[src/rtl/ram_arb_pkg.sv]
// Shared types and memory-map constants for the two-master RAM arbiter.
package ram_arb_pkg;

    typedef enum logic {
        PRIO_M0 = 1'b0,
        PRIO_M1 = 1'b1
    } arb_state_t;

    localparam int unsigned CONST_LAST   = 1207;
    localparam int unsigned BLOCK_LAST   = 1536;
    localparam int unsigned ROW_FIRST    = 2000;
    localparam int unsigned ROW_LAST     = 3024;

    localparam int unsigned STARVE_CNT_W = 4;

    // Holes in the map: between the block buffer and the row buffer, and above the row buffer.
    function automatic logic addr_out_of_map(input logic [31:0] addr);
        return ((addr > 32'(BLOCK_LAST)) && (addr < 32'(ROW_FIRST))) ||
               (addr > 32'(ROW_LAST));
    endfunction

endpackage

[src/rtl/ram_arbiter_if.sv]
// Per-master request/response bus of the RAM arbiter.
// With RAM_ARB_RANGE_CHECK_EN defined the bus also carries an error flag.
interface ram_arbiter_if #(
    parameter int WIDTH = 32
);
    logic             req;
    logic             we;
    logic [WIDTH-1:0] addr;
    logic [WIDTH-1:0] wdata;
    logic             gnt;
    logic             rvalid;
    logic [WIDTH-1:0] rdata;
`ifdef RAM_ARB_RANGE_CHECK_EN
    logic             err;

    modport master (output req, we, addr, wdata, input  gnt, rvalid, rdata, err);
    modport slave  (input  req, we, addr, wdata, output gnt, rvalid, rdata, err);
`else
    modport master (output req, we, addr, wdata, input  gnt, rvalid, rdata);
    modport slave  (input  req, we, addr, wdata, output gnt, rvalid, rdata);
`endif
endinterface

[src/rtl/ram_arb_resp.sv]
// Per-master response register: one-cycle rvalid pulse and held read data.
// With RAM_ARB_RANGE_CHECK_EN defined, out-of-map accesses flag err and read back zero.
module ram_arb_resp #(
    parameter int WIDTH = 32
) (
    input  logic             clk,
    input  logic             rst,
    input  logic             gnt_i,
    input  logic             we_i,
`ifdef RAM_ARB_RANGE_CHECK_EN
    input  logic             oob_i,
    output logic             err_o,
`endif
    input  logic [WIDTH-1:0] rdata_i,
    output logic             rvalid_o,
    output logic [WIDTH-1:0] rdata_o
);

    logic             rvalid_q;
    logic [WIDTH-1:0] rdata_q;
    logic [WIDTH-1:0] rdata_d;
`ifdef RAM_ARB_RANGE_CHECK_EN
    logic             err_q;
`endif

    always_comb begin
        rdata_d = rdata_q;
        if (gnt_i && !we_i) begin
            rdata_d = rdata_i;
`ifdef RAM_ARB_RANGE_CHECK_EN
            if (oob_i) begin
                rdata_d = '0;
            end
`endif
        end
    end

    always_ff @(posedge clk) begin
        if (rst) begin
            rvalid_q <= 1'b0;
            rdata_q  <= '0;
`ifdef RAM_ARB_RANGE_CHECK_EN
            err_q    <= 1'b0;
`endif
        end else begin
            rvalid_q <= gnt_i;
            rdata_q  <= rdata_d;
`ifdef RAM_ARB_RANGE_CHECK_EN
            err_q    <= gnt_i & oob_i;
`endif
        end
    end

    // A response still pending when reset arrives is dropped immediately.
    assign rvalid_o = rvalid_q & ~rst;
    assign rdata_o  = rdata_q;
`ifdef RAM_ARB_RANGE_CHECK_EN
    assign err_o    = err_q & ~rst;
`endif

endmodule

[src/rtl/ram_arbiter.sv]
// Two-master arbiter (core LSU = m0, JPEG DMA = m1) for the single-port data RAM,
// with a starvation counter bounding m1's wait. Optional macro: RAM_ARB_RANGE_CHECK_EN.
module ram_arbiter
    import ram_arb_pkg::*;
#(
    parameter int WIDTH        = 32,
    parameter int STARVE_LIMIT = 4
) (
    input  logic             clk,
    input  logic             rst,
    ram_arbiter_if.slave     m0,
    ram_arbiter_if.slave     m1,
    output logic [WIDTH-1:0] ram_address,
    output logic [WIDTH-1:0] ram_wdata,
    output logic             ram_enw,
    input  logic [WIDTH-1:0] ram_rdata
);

    localparam logic [STARVE_CNT_W-1:0] LIMIT = STARVE_CNT_W'(STARVE_LIMIT);

    arb_state_t              state_q;
    arb_state_t              state_d;
    logic [STARVE_CNT_W-1:0] cnt_q;
    logic [STARVE_CNT_W-1:0] cnt_d;
    logic                    gnt0;
    logic                    gnt1;
    logic                    oob0;
    logic                    oob1;

`ifdef RAM_ARB_RANGE_CHECK_EN
    assign oob0 = addr_out_of_map(32'(m0.addr));
    assign oob1 = addr_out_of_map(32'(m1.addr));
`else
    assign oob0 = 1'b0;
    assign oob1 = 1'b0;
`endif

    always_comb begin
        gnt0    = 1'b0;
        gnt1    = 1'b0;
        state_d = state_q;
        cnt_d   = cnt_q;

        if (!rst) begin
            unique case (state_q)
                PRIO_M0: begin
                    if (m0.req)      gnt0 = 1'b1;
                    else if (m1.req) gnt1 = 1'b1;
                end
                PRIO_M1: begin
                    if (m1.req)      gnt1 = 1'b1;
                    else if (m0.req) gnt0 = 1'b1;
                end
                default: ;
            endcase
        end

        unique case (state_q)
            PRIO_M0: if (cnt_q == LIMIT && !gnt1) state_d = PRIO_M1;
            PRIO_M1: if (gnt0 || gnt1)            state_d = PRIO_M0;
            default: state_d = PRIO_M0;
        endcase

        // The counter is consumed by the hand-off to PRIO_M1, so it restarts there.
        if (!m1.req || gnt1) begin
            cnt_d = '0;
        end else if (state_q == PRIO_M0 && cnt_q == LIMIT) begin
            cnt_d = '0;
        end else if (cnt_q != LIMIT) begin
            cnt_d = cnt_q + 1'b1;
        end
    end

    always_ff @(posedge clk) begin
        if (rst) begin
            state_q <= PRIO_M0;
            cnt_q   <= '0;
        end else begin
            state_q <= state_d;
            cnt_q   <= cnt_d;
        end
    end

    always_comb begin
        ram_address = '0;
        ram_wdata   = '0;
        ram_enw     = 1'b0;
        if (gnt0) begin
            ram_address = m0.addr;
            ram_wdata   = m0.wdata;
            ram_enw     = m0.we & ~oob0;
        end else if (gnt1) begin
            ram_address = m1.addr;
            ram_wdata   = m1.wdata;
            ram_enw     = m1.we & ~oob1;
        end
    end

    assign m0.gnt = gnt0;
    assign m1.gnt = gnt1;

    ram_arb_resp #(.WIDTH(WIDTH)) u_resp_m0 (
        .clk      (clk),
        .rst      (rst),
        .gnt_i    (gnt0),
        .we_i     (m0.we),
`ifdef RAM_ARB_RANGE_CHECK_EN
        .oob_i    (oob0),
        .err_o    (m0.err),
`endif
        .rdata_i  (ram_rdata),
        .rvalid_o (m0.rvalid),
        .rdata_o  (m0.rdata)
    );

    ram_arb_resp #(.WIDTH(WIDTH)) u_resp_m1 (
        .clk      (clk),
        .rst      (rst),
        .gnt_i    (gnt1),
        .we_i     (m1.we),
`ifdef RAM_ARB_RANGE_CHECK_EN
        .oob_i    (oob1),
        .err_o    (m1.err),
`endif
        .rdata_i  (ram_rdata),
        .rvalid_o (m1.rvalid),
        .rdata_o  (m1.rdata)
    );

endmodule

[src/flat_wrapper.sv]
// flat-port wrapper written by rule: the top's interface ports become plain ports
module ram_arbiter_flat import ram_arb_pkg::*;
#(
    parameter int WIDTH        = 32,
    parameter int STARVE_LIMIT = 4
)
  (clk, rst, ram_address, ram_wdata, ram_enw, ram_rdata, m0_req, m0_we, m0_addr, m0_wdata, m0_gnt, m0_rvalid, m0_rdata, m1_req, m1_we, m1_addr, m1_wdata, m1_gnt, m1_rvalid, m1_rdata);
  ram_arbiter_if #(.WIDTH(WIDTH)) m0_i ();
  ram_arbiter_if #(.WIDTH(WIDTH)) m1_i ();
  input  logic clk;
  input  logic rst;
  output logic [WIDTH-1:0] ram_address;
  output logic [WIDTH-1:0] ram_wdata;
  output logic ram_enw;
  input  logic [WIDTH-1:0] ram_rdata;
  input wire logic [$bits(m0_i.req)-1:0] m0_req;
  input wire logic [$bits(m0_i.we)-1:0] m0_we;
  input wire logic [$bits(m0_i.addr)-1:0] m0_addr;
  input wire logic [$bits(m0_i.wdata)-1:0] m0_wdata;
  output wire logic [$bits(m0_i.gnt)-1:0] m0_gnt;
  output wire logic [$bits(m0_i.rvalid)-1:0] m0_rvalid;
  output wire logic [$bits(m0_i.rdata)-1:0] m0_rdata;
  input wire logic [$bits(m1_i.req)-1:0] m1_req;
  input wire logic [$bits(m1_i.we)-1:0] m1_we;
  input wire logic [$bits(m1_i.addr)-1:0] m1_addr;
  input wire logic [$bits(m1_i.wdata)-1:0] m1_wdata;
  output wire logic [$bits(m1_i.gnt)-1:0] m1_gnt;
  output wire logic [$bits(m1_i.rvalid)-1:0] m1_rvalid;
  output wire logic [$bits(m1_i.rdata)-1:0] m1_rdata;
  assign m0_i.req = m0_req;
  assign m0_i.we = m0_we;
  assign m0_i.addr = m0_addr;
  assign m0_i.wdata = m0_wdata;
  assign m0_gnt = m0_i.gnt;
  assign m0_rvalid = m0_i.rvalid;
  assign m0_rdata = m0_i.rdata;
  assign m1_i.req = m1_req;
  assign m1_i.we = m1_we;
  assign m1_i.addr = m1_addr;
  assign m1_i.wdata = m1_wdata;
  assign m1_gnt = m1_i.gnt;
  assign m1_rvalid = m1_i.rvalid;
  assign m1_rdata = m1_i.rdata;
  ram_arbiter #(.WIDTH(WIDTH), .STARVE_LIMIT(STARVE_LIMIT)) u_core (.clk(clk), .rst(rst), .m0(m0_i), .m1(m1_i), .ram_address(ram_address), .ram_wdata(ram_wdata), .ram_enw(ram_enw), .ram_rdata(ram_rdata));
endmodule
[config.mk]
export PLATFORM = sky130hd
export DESIGN_NAME = ram_arbiter_flat
export DESIGN_NICKNAME = d
export VERILOG_FILES = /design/src/rtl/ram_arb_pkg.sv /design/src/rtl/ram_arbiter_if.sv /design/src/rtl/ram_arb_resp.sv /design/src/rtl/ram_arbiter.sv /design/src/flat_wrapper.sv
export SDC_FILE = /design/constraint.sdc
export NUM_CORES = 1
export LEC_CHECK = 0
export CORE_ASPECT_RATIO = 0.5
export CORE_UTILIZATION = 34
export DETAILED_ROUTE_END_ITERATION = 8
export PLACE_DENSITY = 0.9
export REMOVE_ABC_BUFFERS = 1
export SYNTH_ARGS = -nofsm -noshare
export SYNTH_HDL_FRONTEND = slang
export SYNTH_SLANG_ARGS = --single-unit
[constraint.sdc]
create_clock -name clk -period 2.2 [get_ports clk]
set_input_delay 0.55 -clock clk [delete_from_list [all_inputs] [get_ports clk]]
set_output_delay 0.55 -clock clk [all_outputs]
set_load 0.1 [all_outputs]
### After elaboration in Yosys (flattened, before gate mapping)

Index checks and enable logic that the tools add are counted.

* bits in registers: 71

* add/subtract/negate cells: 1
* mux-type cells: 17
* reduce and logical (&&, ||, !) cells: 11
* bitwise operators: 4
* equal/unequal tests: 2

Operators by type and width (number)
* $mux W32: 4
* $mux W1: 10
* $pmux W1 S2: 3
* $add A4 B1 Y4 const B: 1
* $eq A4 B3 Y1 const B: 1
* $logic_and A1 B1 Y1: 4
* $logic_not A1 Y1: 4
* $ne A4 B3 Y1 const B: 1
* $reduce_or A3 Y1: 1
* $and A1 B1 Y1: 2
* $logic_or A1 B1 Y1: 2
* $not A1 Y1: 2

### Logic depth before layout (Yosys ltp)

Gate-level depths: netlist of run 1.

* depth in word-level cells: 8
* depth in mapped cells: 5
* gate-level depth less buffers: 5

### By module

From an unflattened synthesis of run 1, not the netlist that was laid out.

* cell total of the unflattened synthesis: 401
* area, all modules: 4150.2 µm²

By module, submodules not included
* ram_arb_resp: times used 2, cells an instance 148, area an instance 1622.8 µm²
* ram_arbiter: times used 1, cells an instance 105, area an instance 904.6 µm²

### Least setup slack after synthesis of run 1

OpenSTA, ideal clock, no wires.

* path kind: input to output
* start: in m1_we
* end: out ram_enw
* slack: -0.774 ns
* path buffers: 2
* stages: 4
* arrival: 2.424 ns
* cells stage by stage: clkbuf_1 -> clkbuf_1 -> a32oi_1 -> nor2_1

* cells in the longest elaborated chain, start to end: 2

RTL lines
* start: declaration: line flat_wrapper.sv:24 `input wire logic [$bits(m1_i.we)-1:0] m1_we;`
* $mux W1: line ram_arbiter.sv:92 `end else if (gnt1) begin`
* $mux W1: line ram_arbiter.sv:88 `if (gnt0) begin`
* end: declaration: line flat_wrapper.sv:14 `output logic ram_enw;`

Every way passes these cells.

### Worst setup path after layout of run 1

* start: in rst
* end: out ram_wdata[13]

* cells in the longest elaborated chain, start to end: 3

RTL lines
* start: declaration: line flat_wrapper.sv:11 `input logic rst;`
* $mux W1: line ram_arbiter.sv:44 `if (!rst) begin`
* $mux W32: line ram_arbiter.sv:92
* $mux W32 (*): line ram_arbiter.sv:88
* end: declaration: line flat_wrapper.sv:13 `output logic [WIDTH-1:0] ram_wdata;`

Mark *: on every way between the ends. The rest lies on a longest branch, timed or not.

==> results of run 1 <==
## cells in the final DEF (no fill, tap or decap), drive strengths merged, types with 2 or more instances in the layout
| cell | count |
|---|---|
| nand2 | 33 |
| nor2b | 29 |
| ha | 2 |
| diode | 4 |
| clkinv | 2 |
| inv | 6 |
| and2b | 8 |
| clkbuf | 13 |
| buf | 177 |
| a22o | 64 |
| clkdlybuf4s50 | 160 |
| dfxtp | 71 |
| and2 | 2 |
| nor3 | 2 |
| nand4b | 32 |
| o311ai | 32 |
| mux2 | 32 |
| nor2 | 5 |
| bufinv | 2 |
## cell usage after synthesis (all sizes together)
cell type	number
dfxtp	71
and2	2
and2b	8
nand4	1
nand2b	1
nand3	1
buf	21
nor2	5
a221oi	1
nand3b	1
ha	2
a22o	64
o311ai	32
or2	1
mux2	32
clkbuf	25
nor2b	29
xnor2	1
nand2	33
a32oi	1
xor2	1
nand4b	32
inv	6
nor3	2
and3b	1
## logic make-up after synthesis
family / after synthesis / synth area share
xor+xnor: 2 / 0.004612
buf+inv: 52 / 0.07246
flops: 71 / 0.3742
fa+ha+maj: 2 / 0.006587
simple gates: 117 / 0.1927
mux: 32 / 0.1235
compound gates: 98 / 0.2260
## cell type report
class / instances / area [µm²] / share of cell area
Clock buffer: 11 / 242.7 / 0.02819
Inverter: 6 / 22.52 / 0.002615
Tap cell: 140 / 175.2 / 0.02034
Timing Repair Buffer: 340 / 4104 / 0.4765
Clock inverter: 4 / 70.07 / 0.008136
Multi-Input combinational cell: 251 / 2562 / 0.2975
Antenna cell: 4 / 10.01 / 0.001162
Sequential cell: 71 / 1425 / 0.1655
## worst register-to-register path, cell delays in order (launching register included)
cell and delay, ps:
sky130_fd_sc_hd__dfxtp_4 360, sky130_fd_sc_hd__nand2_1 100, sky130_fd_sc_hd__buf_4 140, sky130_fd_sc_hd__and3b_2 240
sky130_fd_sc_hd__buf_4 140, sky130_fd_sc_hd__buf_4 330, sky130_fd_sc_hd__mux2_1 370
## flip-flops by register name, summed over array words and instances, names as in the netlist
signal	flops
u_core.u_resp_m0.rdata_o	32
u_core.u_resp_m1.rdata_o	32
u_core.cnt_q	4
u_core.state_q	1
u_core.u_resp_m0.rvalid_q	1
u_core.u_resp_m1.rvalid_q	1
## stage by stage
stage	setup TNS (ps)	hold WS, ps
2_1_floorplan	-379370	429.7
4_1_cts	-3643	468.0
3_5_place_dp	-33860	455.7
5_1_grt	-7448	504.5
3_3_place_gp	-33140	444.0
6_report	-5575	480.2
## report_power, final
group          internal [mW]  switching [mW]  total (mW)
Combinational          0.894            1.42        2.31
Clock                   1.01           0.555        1.57
Sequential              1.34          0.0363        1.38
## layer usage
layer  up-vias  track usage  part of all wire
met3       105       0.1512              0.11
met4         4       0.1880             0.051
met2       385       0.6584              0.49
met1      2391       0.4081              0.35
li1       2042            -                 -
met5         -            0            0.0012
## final timing paths
kind	from	end	slack [ps]
setup / recovery	rst	ram_wdata[13]	-140
hold / removal	u_core.cnt_q[0]$_SDFFE_PP0P_	u_core.cnt_q[0]$_SDFFE_PP0P_	480
setup reg to reg	u_core.state_q$_SDFF_PP0_	u_core.u_resp_m0.rdata_o[24]$_SDFFE_PP0P_	410
hold reg to reg	u_core.cnt_q[0]$_SDFFE_PP0P_	u_core.cnt_q[0]$_SDFFE_PP0P_	480
## timing repair
action	4_1_cts	5_1_grt
pin swaps	9	9
resized for setup	70	19
gates cloned	7	2
setup endpoints to repair	69	66
setup buffers	6	2
==> results.md, run 1 <==
### Floorplan
* starting density of the core: 0.3604
* Core Region: 0.01054 mm²
* I/O pins: 299
* die area: 0.01162 mm²
* Die W: 151.5 µm
* cell row count: 26
* height of the die: 76.74 µm

### Logic synthesis
* top cell type's share of synthesized area: 0.3742
* Post-Synthesis Cell Area: 0.003799 mm²
* cell taking the most area after synthesis: sky130_fd_sc_hd__dfxtp_1
* Synthesis Warnings: 0
* distinct cell type count after synthesis: 31
* Gate Count Post-Synth: 374
* cell types with the largest area share after synthesis: sky130_fd_sc_hd__dfxtp_1 37%, sky130_fd_sc_hd__a22o_1 15%, sky130_fd_sc_hd__mux2_4 11%
* Synth Register Bits: 71
* sequential-to-total area share from yosys stat: 0.3742
* per-instance average area after synthesis: 10.16 µm²

### Drt
* First DRT Iteration DRCs: 435
* via count: 4927
* post-route ant nets: 0
* Vias/cell: 5.958
* drc violations: 0
* Pre-Repair DR Iteration Count: 5
* post-DR wirelength/cell: 28.65 µm
* routed wire length: 23700 µm

### STA
* worst slew slack as a fraction of its limit: 0.5610
* Max Fclk: 426.7 MHz
* final-report setup violation count: 67
* crit path time final: 2343 ps
* share of the clock period used by the worst path after layout: 1.065
* Post-Route Skew: 6.373 ps
* unrepaired setup endpoints after global routing: true
* slack of the critical path: -143.5 ps
* transition time at the pin with the least slew margin: 650.2 ps
* pins over their slew limit: 0
* count of final hold-check violations: 0

### Outcome
* run status: finished with violations
* violated checks: setup timing

### Setup path
* Crit. End Element: primary output
* kind of cell with the highest combined delay on the critical path: buffers and inverters
* data required time of the worst path: 1650 ps
* cell with the biggest individual delay on the critical path: sky130_fd_sc_hd__and2_4
* peak fanout along the critical path: 6
* Worst Path Class, Setup: in -> out
* worst reg2reg path depth: 6
* Crit path arrival time: 1790 ps
* cells along the critical path: buf_2 -> nor2b_2 -> and2_4 -> buf_6 -> buf_16 -> a22o_1 -> buf_12
* kind of launch point of the worst setup path: input pin
* cell count along the critical path: 7
* CP peak stage delay: 300 ps
* Buf/Inv on CP: 4

### Final layout
* total non-filler cell area in the finished layout: 0.008612 mm²
* Syn-to-layout area delta: 126.7%
* layout cells sized above 1: 0.4129
* Layout Cells excl Fill: 827
* # nets final: 847
* final standard cell utilization of the core: 0.8171
* FILL cells: 567

### Power
* Final Total Pwr: 5.257 mW
* worst vdd ir: 0.5439 mV
* ratio of total power to cell area: 610.4 mW/mm²
* leakage power: 3.794 nW

### Place
* Placed Area: 0.007505 mm²
* half-perimeter wire length of the detailed placement result: 14740 µm
* Final Wtd Congestion: 0.8522
* worst slack, placed: -625.9 ps
* input/output buffers: 298
* number of cells in the design after placement: 793

### Global routing
* global-route wire length before repair: 32370 µm
* antenna violations before repair: 5
* total global-route track usage: 0.3836
* pin count of the biggest net entering global routing: 65
* number of global-route vias before repair: 5016
* GR Overflow Total: 0

### Clocking
* clock tree from TritonCTS: yes
* clock input transition at the sequential cells of the worst setup and hold paths: 50 ps
* count of H-tree levels built during CTS: 3
* clock latency on the worst-skew pair: 330 ps
* number of clock buffers inserted by TritonCTS: 9
* Sinks on Clock Net: 71
* Longest Clk Path Bufs: 2
* clk root buf: sky130_fd_sc_hd__clkbuf_16
* number of hold buffers added after CTS: 0

### Job
* max-cap check violation count: 0

### Min path
* hold path cells: 1
* path type of the worst min-delay path: reg -> reg

No activity file was read; power rests on OpenSTA's default activity.
==> inputs of run 2 (changes only) <==
--- a/config.mk
+++ b/config.mk
@@ -6,10 +6,12 @@
 export NUM_CORES = 1
 export LEC_CHECK = 0
 export CORE_ASPECT_RATIO = 0.5
-export CORE_UTILIZATION = 34
+export CORE_UTILIZATION = 35
 export DETAILED_ROUTE_END_ITERATION = 8
-export PLACE_DENSITY = 0.9
+export GPL_ROUTABILITY_DRIVEN = 0
+export PLACE_DENSITY = 0.89
 export REMOVE_ABC_BUFFERS = 1
 export SYNTH_ARGS = -nofsm -noshare
 export SYNTH_HDL_FRONTEND = slang
+export SYNTH_HIERARCHICAL = 1
 export SYNTH_SLANG_ARGS = --single-unit
==> run 2 against run 1 <==
Against the previous run: via count increased by 3.5%; clock skew decreased by 2.6 ps; critical endpoint unchanged; combinational power decreased by 7%; sequential power decreased by 3%; cell count increased by 7.7%; clock power increased by 6%; largest cell class unchanged; highest routed layer unchanged; flip-flop and latch count unchanged; register-to-register slack got worse by 180 ps; synthesized area increased by 9.3%; core utilization increased by 0.38 points; first-iteration DRC count decreased by 5.1%; the run still ends with setup timing left.
==> results.md, run 2 <==
### Outcome
* run status: finished with violations, unchanged
* violated checks: setup timing, unchanged

### Min path
* path type of the worst min-delay path: reg -> reg, unchanged
* hold path cells: 1, unchanged

### Setup path
* Crit. End Element: primary output, unchanged
* worst reg2reg path depth: 9, was 6
* data required time of the worst path: 1650 ps, about the same
* kind of launch point of the worst setup path: input pin, unchanged
* Crit path arrival time: 1900 ps, was 1790 ps
* Worst Path Class, Setup: in -> out, unchanged
* peak fanout along the critical path: 8, was 6

### Global routing
* total global-route track usage: 0.3309, was 0.3836
* global-route wire length before repair: 29950 µm, was 32370 µm
* antenna violations before repair: 2, was 5
* number of global-route vias before repair: 4825, was 5016
* pin count of the biggest net entering global routing: 77, was 65
* GR Overflow Total: 0, unchanged

### Clocking
* clock input transition at the sequential cells of the worst setup and hold paths: 60 ps, was 50 ps
* Sinks on Clock Net: 71, unchanged
* Longest Clk Path Bufs: 2, unchanged
* clock tree from TritonCTS: yes, unchanged
* clock latency on the worst-skew pair: 340 ps, was 330 ps
* number of hold buffers added after CTS: 0, unchanged
* count of H-tree levels built during CTS: 3, unchanged
* number of clock buffers inserted by TritonCTS: 9, unchanged
* clk root buf: sky130_fd_sc_hd__clkbuf_16, unchanged

### Logic synthesis
* sequential-to-total area share from yosys stat: 0.3425, was 0.3742
* cell taking the most area after synthesis: sky130_fd_sc_hd__dfxtp_1, unchanged
* Synthesis Warnings: 6, was 0
* distinct cell type count after synthesis: 27, was 31
* cell types with the largest area share after synthesis: sky130_fd_sc_hd__dfxtp_1 34%, sky130_fd_sc_hd__nand4bb_1 17%, sky130_fd_sc_hd__a22o_1 14%, was sky130_fd_sc_hd__dfxtp_1 37%, sky130_fd_sc_hd__a22o_1 15%, sky130_fd_sc_hd__mux2_4 11%
* Post-Synthesis Cell Area: 0.004150 mm², was 0.003799 mm²
* top cell type's share of synthesized area: 0.3425, was 0.3742
* leading register cell type out of synthesis: sky130_fd_sc_hd__dfxtp_1, unchanged
* top cells by count, synth: 71 x sky130_fd_sc_hd__dfxtp_1, 65 x sky130_fd_sc_hd__a22o_1, 65 x sky130_fd_sc_hd__nand2b_1, was 71 x sky130_fd_sc_hd__dfxtp_1, 64 x sky130_fd_sc_hd__a22o_1, 33 x sky130_fd_sc_hd__nand2_1
* Gate Count Post-Synth: 401, was 374
* per-instance average area after synthesis: 10.35 µm², was 10.16 µm²
* leading cell type by number of instances after synthesis: sky130_fd_sc_hd__dfxtp_1, unchanged
* share of synthesized registers carrying an async set or reset: 0, unchanged
* number of flops mapped to enable cells by yosys: 0, unchanged
* Synth Register Bits: 71, unchanged

### STA
* hold slack: 469.4 ps, was 480.2 ps
* slack of the critical path: -251.5 ps, was -143.5 ps
* pins over their slew limit: 0, unchanged
* Post-Route Skew: 3.763 ps, was 6.373 ps
* share of the clock period used by the worst path after layout: 1.114, was 1.065
* unrepaired setup endpoints after global routing: true, unchanged
* transition time at the pin with the least slew margin: 597.3 ps, was 650.2 ps
* final-report setup violation count: 66, was 67
* worst slew slack as a fraction of its limit: 0.6018, was 0.5610
* crit path time final: 2451 ps, was 2343 ps
* Post-Route Setup TNS: -11070 ps, was -5575 ps
* Max Fclk: 407.9 MHz, was 426.7 MHz
* count of final hold-check violations: 0, unchanged

### Final layout
* top library cells by usage in the layout, fill and taps aside: 162 x sky130_fd_sc_hd__clkdlybuf4s50_1, 95 x sky130_fd_sc_hd__buf_4, 81 x sky130_fd_sc_hd__buf_12, was 160 x sky130_fd_sc_hd__clkdlybuf4s50_1, 85 x sky130_fd_sc_hd__buf_4, 77 x sky130_fd_sc_hd__buf_12
* Layout Cells excl Fill: 891, was 827
* # nets final: 895, was 847
* Syn-to-layout area delta: 122.5%, was 126.7%
* most frequent standard cell in the layout excluding fill and tap cells: sky130_fd_sc_hd__clkdlybuf4s50_1, unchanged
* Diodes inserted: 0, was 4
* total non-filler cell area in the finished layout: 0.009234 mm², was 0.008612 mm²
* layout cells sized above 1: 0.4413, was 0.4129

### Place
* half-perimeter wire length of the detailed placement result: 13210 µm, was 14740 µm
* input/output buffers: 298, unchanged
* number of cells in the design after placement: 835, was 793
* worst slack, placed: -602.7 ps, was -625.9 ps
* Placed Area: 0.007809 mm², was 0.007505 mm²

### Drt
* Vias/cell: 5.721, was 5.958
* First DRT Iteration DRCs: 413, was 435
* routed wire length: 24070 µm, was 23700 µm
* post-route ant nets: 0, unchanged
* Pre-Repair DR Iteration Count: 5, unchanged
* via count: 5097, was 4927
* post-DR wirelength/cell: 27.01 µm, was 28.65 µm
* drc violations: 0, unchanged

### Floorplan
* cell row count: 27, was 26
* I/O pins: 299, unchanged
* die area: 0.01232 mm², was 0.01162 mm²
* height of the die: 79 µm, was 76.74 µm
* Die W: 156 µm, was 151.5 µm
* Core Region: 0.01125 mm², was 0.01054 mm²
* starting density of the core: 0.3689, was 0.3604

### Job
* max-cap check violation count: 0, unchanged

### Power
* worst vdd ir: 0.3311 mV, was 0.5439 mV
* leakage power: 3.758 nW, was 3.794 nW
* ratio of total power to cell area: 558.0 mW/mm², was 610.4 mW/mm²

==> run 2: where the power goes <==
part,total [mW],internal (mW),switching (mW)
clock,1.67,1.05,0.616
combinational,2.14,0.900,1.24
sequential,1.34,1.32,0.0241
==> run 2: cell type report <==
class,count,area (µm²)
timing repair buffer,361,4467
multi-input combinational,282,2803
fill,573,2016
sequential,71,1425
clock buffer,11,252.7
tap,159,198.9
clock inverter,5,80.08
inverter,2,7.507
==> run 2: critical path: stages <==
cell and delay (ps):
sky130_fd_sc_hd__buf_8 100, sky130_fd_sc_hd__nor2b_4 120, sky130_fd_sc_hd__nor3b_4 270, sky130_fd_sc_hd__buf_4 250
sky130_fd_sc_hd__buf_16 170, sky130_fd_sc_hd__a22o_1 230, sky130_fd_sc_hd__buf_12 200
==> run 2: timing repair <==
| action | CTS | global route |
|---|---|---|
| pin swaps | 10 | 31 |
| buffers inserted | 13 | 13 |
| cloned | 9 | 11 |
| resized for setup | 49 | 39 |
| setup endpoints to repair | 96 | 67 |
==> run 2: path summary, 6_finish.rpt <==
| kind | slack, ps | startpoint | endpoint |
|---|---|---|---|
| min reg2reg | 470 | u_core/cnt_q[0]$_SDFFE_PP0P_ | u_core/cnt_q[0]$_SDFFE_PP0P_ |
| min | 470 | u_core/cnt_q[0]$_SDFFE_PP0P_ | u_core/cnt_q[0]$_SDFFE_PP0P_ |
| max reg2reg | 230 | u_core/state_q$_SDFF_PP0_ | u_core/u_resp_m1/rdata_o[7]$_SDFFE_PP0P_ |
| max | -250 | m0_req | ram_wdata[13] |
==> run 2: logic make-up (layout without fill, tap and decap cells) <==
| logic type | Yosys count | count (layout) | synth area share |
|---|---|---|---|
| flip-flops | 71 | 71 | 0.3425 |
| adder cells (fa/ha/maj) | 2 | 2 | 0.006029 |
| multiplexers | 1 | 1 | 0.002713 |
| buffers and inverters | 48 | 379 | 0.07356 |
| AO/OA/AOI/OAI | 130 | 130 | 0.2707 |
| XOR/XNOR | 2 | 2 | 0.004221 |
| AND/OR/NAND/NOR | 147 | 147 | 0.3003 |
==> run 2: metal layers <==
metal / vias up / GRT usage / routed length (µm) / share of wire
met5: - / 0 / 27 / 0.0011
met3: 99 / 0.08952 / 2127 / 0.088
li1: 2179 / - / - / -
met2: 329 / 0.5817 / 11700 / 0.49
met4: 4 / 0.1118 / 1056 / 0.044
met1: 2486 / 0.3914 / 9152 / 0.38
==> run 2: through the flow <==
stage,util,power [mW]
finish,0.8208,5.152
global route,0.8208,5.239
CTS,0.7774,4.958
detailed placement,0.6941,3.231
global placement,0.6941,3.214
floorplan,-,2.381
==> inputs of run 3 (changes only) <==
--- a/config.mk
+++ b/config.mk
@@ -5,8 +5,10 @@
 export SDC_FILE = /design/constraint.sdc
 export NUM_CORES = 1
 export LEC_CHECK = 0
+export CAP_MARGIN = 20
 export CORE_ASPECT_RATIO = 0.5
 export CORE_UTILIZATION = 35
+export CTS_CLUSTER_SIZE = 28
 export DETAILED_ROUTE_END_ITERATION = 8
 export GPL_ROUTABILITY_DRIVEN = 0
 export PLACE_DENSITY = 0.89
==> results of run 3 <==
Final layout, timing and power as in run 2 (identical DEF).
